$ cat src/rtl/baseball_pkg.sv
// Shared number-baseball definitions: FSM states, digit geometry and the
// "four distinct BCD digits" rule used for both questions and secrets.
package baseball_pkg;

  localparam int NUM_DIGITS = 4;
  localparam int DIGIT_W    = 4;
  localparam int MAX_DIGIT  = 9;
  localparam int SCORE_W    = 3;
  localparam int WORD_W     = NUM_DIGITS * DIGIT_W;

  typedef enum logic [1:0] {
    IDLE,
    CHECK,
    REPLY,
    DONE
  } state_t;

  // Position 0 is the most significant nibble.
  function automatic logic [DIGIT_W-1:0] digit_at(input logic [WORD_W-1:0] word,
                                                  input logic [1:0]        idx);
    case (idx)
      2'd0:    return word[15:12];
      2'd1:    return word[11:8];
      2'd2:    return word[7:4];
      default: return word[3:0];
    endcase
  endfunction

  // True when every digit is 0..9 and no digit repeats.
  function automatic logic digits_valid(input logic [WORD_W-1:0] word);
    logic ok;
    ok = 1'b1;
    for (int i = 0; i < NUM_DIGITS; i++) begin
      if (digit_at(word, 2'(i)) > DIGIT_W'(MAX_DIGIT)) ok = 1'b0;
      for (int j = i + 1; j < NUM_DIGITS; j++) begin
        if (digit_at(word, 2'(i)) == digit_at(word, 2'(j))) ok = 1'b0;
      end
    end
    return ok;
  endfunction

endpackage

$ cat src/rtl/bb_digit_match.sv
// Scores a single question digit against the whole secret: strike when it
// matches the secret digit at its own position, ball when it matches any
// other secret digit.
module bb_digit_match
  import baseball_pkg::*;
(
  input  logic [DIGIT_W-1:0] i_digit,
  input  logic [1:0]         i_idx,
  input  logic [WORD_W-1:0]  i_secret,
  output logic               o_is_strike,
  output logic               o_is_ball
);

  // Positional match first; a strike never also counts as a ball.
  always_comb begin
    // NOTE: every output gets a default before any conditional assignment so
    // no path leaves it unassigned, which would infer a latch.
    o_is_strike = (i_digit == digit_at(i_secret, i_idx));
    o_is_ball   = 1'b0;
    for (int j = 0; j < NUM_DIGITS; j++) begin
      if ((2'(j) != i_idx) && (i_digit == digit_at(i_secret, 2'(j)))) o_is_ball = 1'b1;
    end
    if (o_is_strike) o_is_ball = 1'b0;
  end

endmodule

$ cat src/rtl/grader.sv
// Responder side of the number-baseball interface. Accepts one question,
// scores it one digit per cycle, returns the reply with a valid/ack
// handshake and tracks the number of valid questions asked this game.
module grader
  import baseball_pkg::*;
#(
  parameter logic [15:0] DEFAULT_SECRET = 16'h0123,
  parameter int          CNT_W          = 16
) (
  input  logic             clk,
  input  logic             reset,
  input  logic             ask_valid,
  input  logic             ask_ready,
  input  logic [15:0]      question,
  input  logic             secret_load,
  input  logic [15:0]      secret_in,
  output logic             reply_ready,
  output logic             reply_valid,
  output logic [2:0]       strike,
  output logic [2:0]       ball,
  output logic             correct,
  output logic             invalid,
  output logic [CNT_W-1:0] cnt,
  output logic             secret_err
);

  state_t r_state, w_next_state;

  logic [WORD_W-1:0]  r_secret;
  logic [WORD_W-1:0]  r_q;
  logic [1:0]         r_idx;
  logic [SCORE_W-1:0] r_acc_strike, r_acc_ball;
  logic               r_acc_invalid;
  logic [SCORE_W-1:0] r_strike, r_ball;
  logic               r_correct, r_invalid, r_secret_err;
  logic [CNT_W-1:0]   r_cnt;

  logic [DIGIT_W-1:0] w_digit;
  logic               w_digit_bad;
  logic               w_is_strike, w_is_ball;
  logic [SCORE_W-1:0] w_next_strike, w_next_ball;
  logic               w_next_invalid;
  logic               w_load_window, w_secret_ok, w_load, w_reject, w_accept;

  // Single shared matcher; the current digit is selected by idx.
  bb_digit_match u_match (
    .i_digit     (w_digit),
    .i_idx       (r_idx),
    .i_secret    (r_secret),
    .o_is_strike (w_is_strike),
    .o_is_ball   (w_is_ball)
  );

  // Current digit, its malformation check and the updated accumulators.
  always_comb begin
    w_digit     = digit_at(r_q, r_idx);
    w_digit_bad = (w_digit > DIGIT_W'(MAX_DIGIT));
    for (int j = 0; j < NUM_DIGITS; j++) begin
      if ((2'(j) != r_idx) && (w_digit == digit_at(r_q, 2'(j)))) w_digit_bad = 1'b1;
    end
    w_next_invalid = r_acc_invalid | w_digit_bad;
    w_next_strike  = r_acc_strike + {2'b00, (~w_digit_bad & w_is_strike)};
    w_next_ball    = r_acc_ball   + {2'b00, (~w_digit_bad & w_is_ball)};
  end

  // Handshake qualifiers; a secret_load in IDLE pre-empts question acceptance.
  always_comb begin
    w_load_window = (r_state == IDLE) || (r_state == DONE);
    w_secret_ok   = digits_valid(secret_in);
    w_load        = w_load_window & secret_load & w_secret_ok;
    w_reject      = w_load_window & secret_load & ~w_secret_ok;
    w_accept      = (r_state == IDLE) & ask_valid & ~secret_load;
  end

  // State register.
  always_ff @(posedge clk or negedge reset) begin
    // NOTE: sequential state always uses non-blocking assignment so every
    // register samples pre-edge values regardless of statement order.
    if (!reset) r_state <= IDLE;
    else        r_state <= w_next_state;
  end

  // Next-state logic and handshake outputs decoded from state.
  always_comb begin
    w_next_state = r_state;
    reply_ready  = (r_state == IDLE);
    reply_valid  = (r_state == REPLY);
    case (r_state)
      IDLE:    if (w_load) w_next_state = IDLE;
               else if (w_accept) w_next_state = CHECK;
      CHECK:   if (r_idx == 2'd3) w_next_state = REPLY;
      REPLY:   if (ask_ready) w_next_state = r_correct ? DONE : IDLE;
      DONE:    if (w_load) w_next_state = IDLE;
      default: w_next_state = IDLE;
    endcase
  end

  // Secret, question capture, digit-serial accumulation and reply registers.
  always_ff @(posedge clk or negedge reset) begin
    if (!reset) begin
      r_secret      <= DEFAULT_SECRET;
      r_q           <= '0;
      r_idx         <= 2'd0;
      r_acc_strike  <= '0;
      r_acc_ball    <= '0;
      r_acc_invalid <= 1'b0;
      r_strike      <= '0;
      r_ball        <= '0;
      r_correct     <= 1'b0;
      r_invalid     <= 1'b0;
      r_cnt         <= '0;
      r_secret_err  <= 1'b0;
    end else begin
      r_secret_err <= w_reject;
      if (w_load) begin
        r_secret  <= secret_in;
        r_strike  <= '0;
        r_ball    <= '0;
        r_correct <= 1'b0;
        r_invalid <= 1'b0;
        r_cnt     <= '0;
      end else if (w_accept) begin
        r_q           <= question;
        r_idx         <= 2'd0;
        r_acc_strike  <= '0;
        r_acc_ball    <= '0;
        r_acc_invalid <= 1'b0;
      end else if (r_state == CHECK) begin
        r_idx         <= r_idx + 2'd1;
        r_acc_strike  <= w_next_strike;
        r_acc_ball    <= w_next_ball;
        r_acc_invalid <= w_next_invalid;
        if (r_idx == 2'd3) begin
          r_invalid <= w_next_invalid;
          if (w_next_invalid) begin
            r_strike  <= '0;
            r_ball    <= '0;
            r_correct <= 1'b0;
          end else begin
            r_strike  <= w_next_strike;
            r_ball    <= w_next_ball;
            r_correct <= (w_next_strike == SCORE_W'(NUM_DIGITS));
            if (r_cnt != {CNT_W{1'b1}}) r_cnt <= r_cnt + 1'b1;
          end
        end
      end
    end
  end

  assign strike     = r_strike;
  assign ball       = r_ball;
  assign correct    = r_correct;
  assign invalid    = r_invalid;
  assign cnt        = r_cnt;
  assign secret_err = r_secret_err;

endmodule

$ cat config.mk
export PLATFORM = sky130hd
export DESIGN_NAME = grader
export DESIGN_NICKNAME = d
export VERILOG_FILES = /design/src/rtl/baseball_pkg.sv /design/src/rtl/bb_digit_match.sv /design/src/rtl/grader.sv
export SDC_FILE = /design/constraint.sdc
export NUM_CORES = 1
export LEC_CHECK = 0
export CORE_ASPECT_RATIO = 1.5
export CORE_MARGIN = 5
export CORE_UTILIZATION = 55
export DETAILED_ROUTE_END_ITERATION = 7
export PLACE_DENSITY = 0.91
export SLEW_MARGIN = 20
export SYNTH_ARGS = -nofsm -noshare
export SYNTH_HDL_FRONTEND = slang
export SYNTH_SLANG_ARGS = --single-unit
$ cat constraint.sdc
create_clock -name clk -period 3.55 [get_ports clk]
set_input_delay 0.5325 -clock clk [delete_from_list [all_inputs] [get_ports clk]]
set_output_delay 0.5325 -clock clk [all_outputs]
set_load 0.005 [all_outputs]
==> run metrics, run 1 <==
port buffer count=63; critical path's slowest cell=a222oi_1; dpl hpwl=8950 µm; IO Pins=64; core area=7960 µm²; Avg WL per Cell=18.6 µm; sequential fraction of the synthesis area=38.2%; crit path max fanout=9; Final #Nets=595; Avg Cell Area, Syn=9.33 µm²; Mapped Nets=529; Ant. Diodes=0; Mapped Cells=479; Die Y=120 µm; RSZ-0062 raised after global routing=false; fraction of registers with async set/reset=100%; Pre-antenna DRT Iters=6; Ys Warns=0; GR Overflow Total=0; Top cell by count, worst path=ha_1; Tmin final=3.34 ns; main flop type after synthesis=dfrtp_1; largest net degree at the start of global routing=45; WP buf/inv=2; final worst-path cycle share=94.0%; Tightest Pin Transition=0.843 ns; RD Place Congestion=1.01; drc violations=0; Pins Over Slew Limit=0; critical-path cell list=inv_1 > ha_1 > a222oi_1 > buf_4 > a211oi_1 > a2111oi_1 > nand3_1 > nand3_4 > nor3_1 > ha_1 > ha_1 > nor2_1 > a32o_1; vias=4060; placed insts=639; hold_buf cts=0; Initial Util=56.2%; vias in the first global route=4267; post-route design area=5560 µm²; crit path kind=register to register; layout cells sized above 1=12.4%; clk_lat worst skew=0.34 ns; Global Route Usage Sum=25.5%; initial antenna violation count=0; final hold violations=0; post-synth cell types=60; leakage=2.42 nW; Max clock buf depth=2; TritonCTS buffer count=9; Total Wirelength=12200 µm; CTS root buffer=clkbuf_16; H-tree depth=3; Max Clk Rate=0.300 GHz; max-cap viol count=0; Area Growth Syn to Fin=24.3%; Yosys reg bits=68; antenna viol nets, final=0; Max VDD drop=0.507 mV; first-pass GRT wire length=20700 µm; critical path launch point type=register; vias per inst=6.20; setup TNS=0 ns; # rows=40; Post-synth EDFFs=0; CTS tree=done; critical path's largest stage delay=0.45 ns; Clock Sink Count=68; Non-Filler Instances=655; full die area=10100 µm²; Synth area leader=dfrtp_1; Hold Path Class=input pin to async pin; die span in x=83.6 µm; Post-Route Skew=0.00682 ns; CTS clk-pin slew, worst paths=0.06 ns; proportion of netlist area held by the largest area contributor=35.8%; PD cells=934 nW/µm²; fill cell count=572; CP required=3.78 ns; # setup viols final=0; Slew HR=43.0%; Setup crit end kind=register; Cell Area, Synth=4470 µm²; CP top delay family=compound AO/OA/AOI/OAI gates; Critical Path AT=3.57 ns; top post-synthesis cells by area=dfrtp_1 36%, xor2_1 6.3%, nand2_1 6.1%, xnor2_1 4.3%, mux2_4 3.7%; status=finished, final reports clean; initial detailed-routing violation count=281; DP Area=5210 µm²
==> state kept, by name, indices dropped and copies added, names as in the netlist <==
register and flops:
correct 1, r_q 16, r_secret 16, r_acc_invalid 1, ball 3, r_acc_strike 3
r_state 2, secret_err 1, strike 3, r_acc_ball 3, invalid 1, r_idx 2
cnt 16
==> final timing paths <==
path                               end  slack [ns]       start  depth (start not counted)
min in group clk            r_state[1]        0.51  r_state[1]                          1
setup reg to reg               correct        0.21    r_idx[0]                         13
hold / removal                  r_q[0]        0.18       reset                          1
hold reg to reg             r_state[1]        0.51  r_state[1]                          1
max in group asynchronous  r_secret[0]        2.40       reset                          2
setup / recovery               correct        0.21    r_idx[0]                         13
==> power breakdown <==
group	switching (mW)	internal [mW]
sequential	0.360	1.05
combinational	1.54	1.22
clock	0.340	0.683
total	2.24	2.95
==> worst reg2reg max path, stage by stage (launching register included) <==
cell,delay [ns]
dfrtp_1,0.38
inv_1,0.10
ha_1,0.36
a222oi_1,0.45
buf_4,0.23
a211oi_1,0.09
a2111oi_1,0.41
nand3_1,0.18
nand3_4,0.12
nor3_1,0.05
ha_1,0.20
ha_1,0.33
nor2_1,0.07
a32o_1,0.25
==> cell families after synthesis <==
kind of cell / after synthesis / share of synthesized area [%]
multiplexers: 19 / 5.63
buffers and inverters: 44 / 4.87
AO/OA/AOI/OAI: 111 / 17.5
AND/OR/NAND/NOR: 170 / 19.6
flip-flops: 68 / 38.2
XOR/XNOR: 54 / 10.6
adder cells (fa/ha/maj): 13 / 3.64
==> placed cells by master, fill, tap and decap left out, types with 6 or more instances in the layout <==
cell and count:
nand3_1 17, clkbuf_16 9, o21ai_0 17, or4_1 13, dfrtp_1 64, ha_1 13, nand4_1 8, inv_1 18
nand2_1 73, xnor2_1 22, mux2_4 11, a221oi_1 6, nor3_1 8, a22o_1 6, buf_4 18, clkdlybuf4s50_1 62
a21oi_1 28, nor2_1 13, xor2_1 32, o31ai_1 14
==> through the flow <==
step | power, mW | setup slack (ns) | hold WS [ns] | util [%]
after floorplan | 3.34 | 0.455 | 0.237 | -
after global placement | 4.00 | 0.317 | 0.486 | 65.5
after detailed placement | 4.08 | 0.255 | 0.497 | 65.5
after CTS | 5.13 | 0.207 | 0.194 | 69.8
after global routing | 5.55 | 0.0170 | 0.222 | 69.9
final | 5.19 | 0.213 | 0.178 | 69.9
==> cell usage after synthesis, drive strengths merged, types with 2 or more instances <==
master,n
o41ai,2
nand3,18
a222oi,5
o21ai,17
and3,4
xnor2,22
a31oi,2
buf,15
clkbuf,11
a22oi,5
dfstp,4
or4,15
nor4,4
o221ai,3
nor3,11
o31ai,14
nand3b,2
mux2i,3
nand4,8
nand2,74
xor2,32
and2,5
o22ai,3
a211oi,4
nor3b,2
o311ai,2
o211ai,2
ha,13
a211o,2
nor2b,5
nor2,13
a221oi,7
inv,18
a22o,6
dfrtp,64
nand2b,5
mux2,16
a21oi,30
or3,3
==> final cells by class <==
cell class,count,area [µm²],area share [%]
Multi-Input combinational cell,367,2550,45.9
Sequential cell,68,1710,30.7
Timing Repair Buffer,81,761,13.7
Clock buffer,9,225,4.05
Tap cell,105,131,2.36
Clock inverter,7,115,2.07
Inverter,18,67.6,1.22
==> layer usage <==
metal | global-route usage (%) | vias up | routed length [µm]
met4 | 16.2 | 0 | 628
met3 | 5.11 | 54 | 631
met5 | 0 | - | 0
met1 | 27.0 | 1951 | 4380
met2 | 45.8 | 165 | 6520
li1 | - | 1890 | -
==> repair_timing <==
| action | in CTS | in global routing |
|---|---|---|
| buffers inserted | 0 | 0 |
| setup endpoints to repair | 0 | 4 |
| gates resized for setup | 0 | 2 |
Note: power is estimated with default switching activity, not from simulation.
==> inputs of run 2 (changes only) <==
--- a/config.mk
+++ b/config.mk
@@ -9,6 +9,7 @@
 export CORE_MARGIN = 5
 export CORE_UTILIZATION = 55
 export DETAILED_ROUTE_END_ITERATION = 7
+export HOLD_SLACK_MARGIN = 0.03
 export PLACE_DENSITY = 0.91
 export SLEW_MARGIN = 20
 export SYNTH_ARGS = -nofsm -noshare
==> results of run 2 <==
Final layout, timing and power as in run 1 (identical DEF).
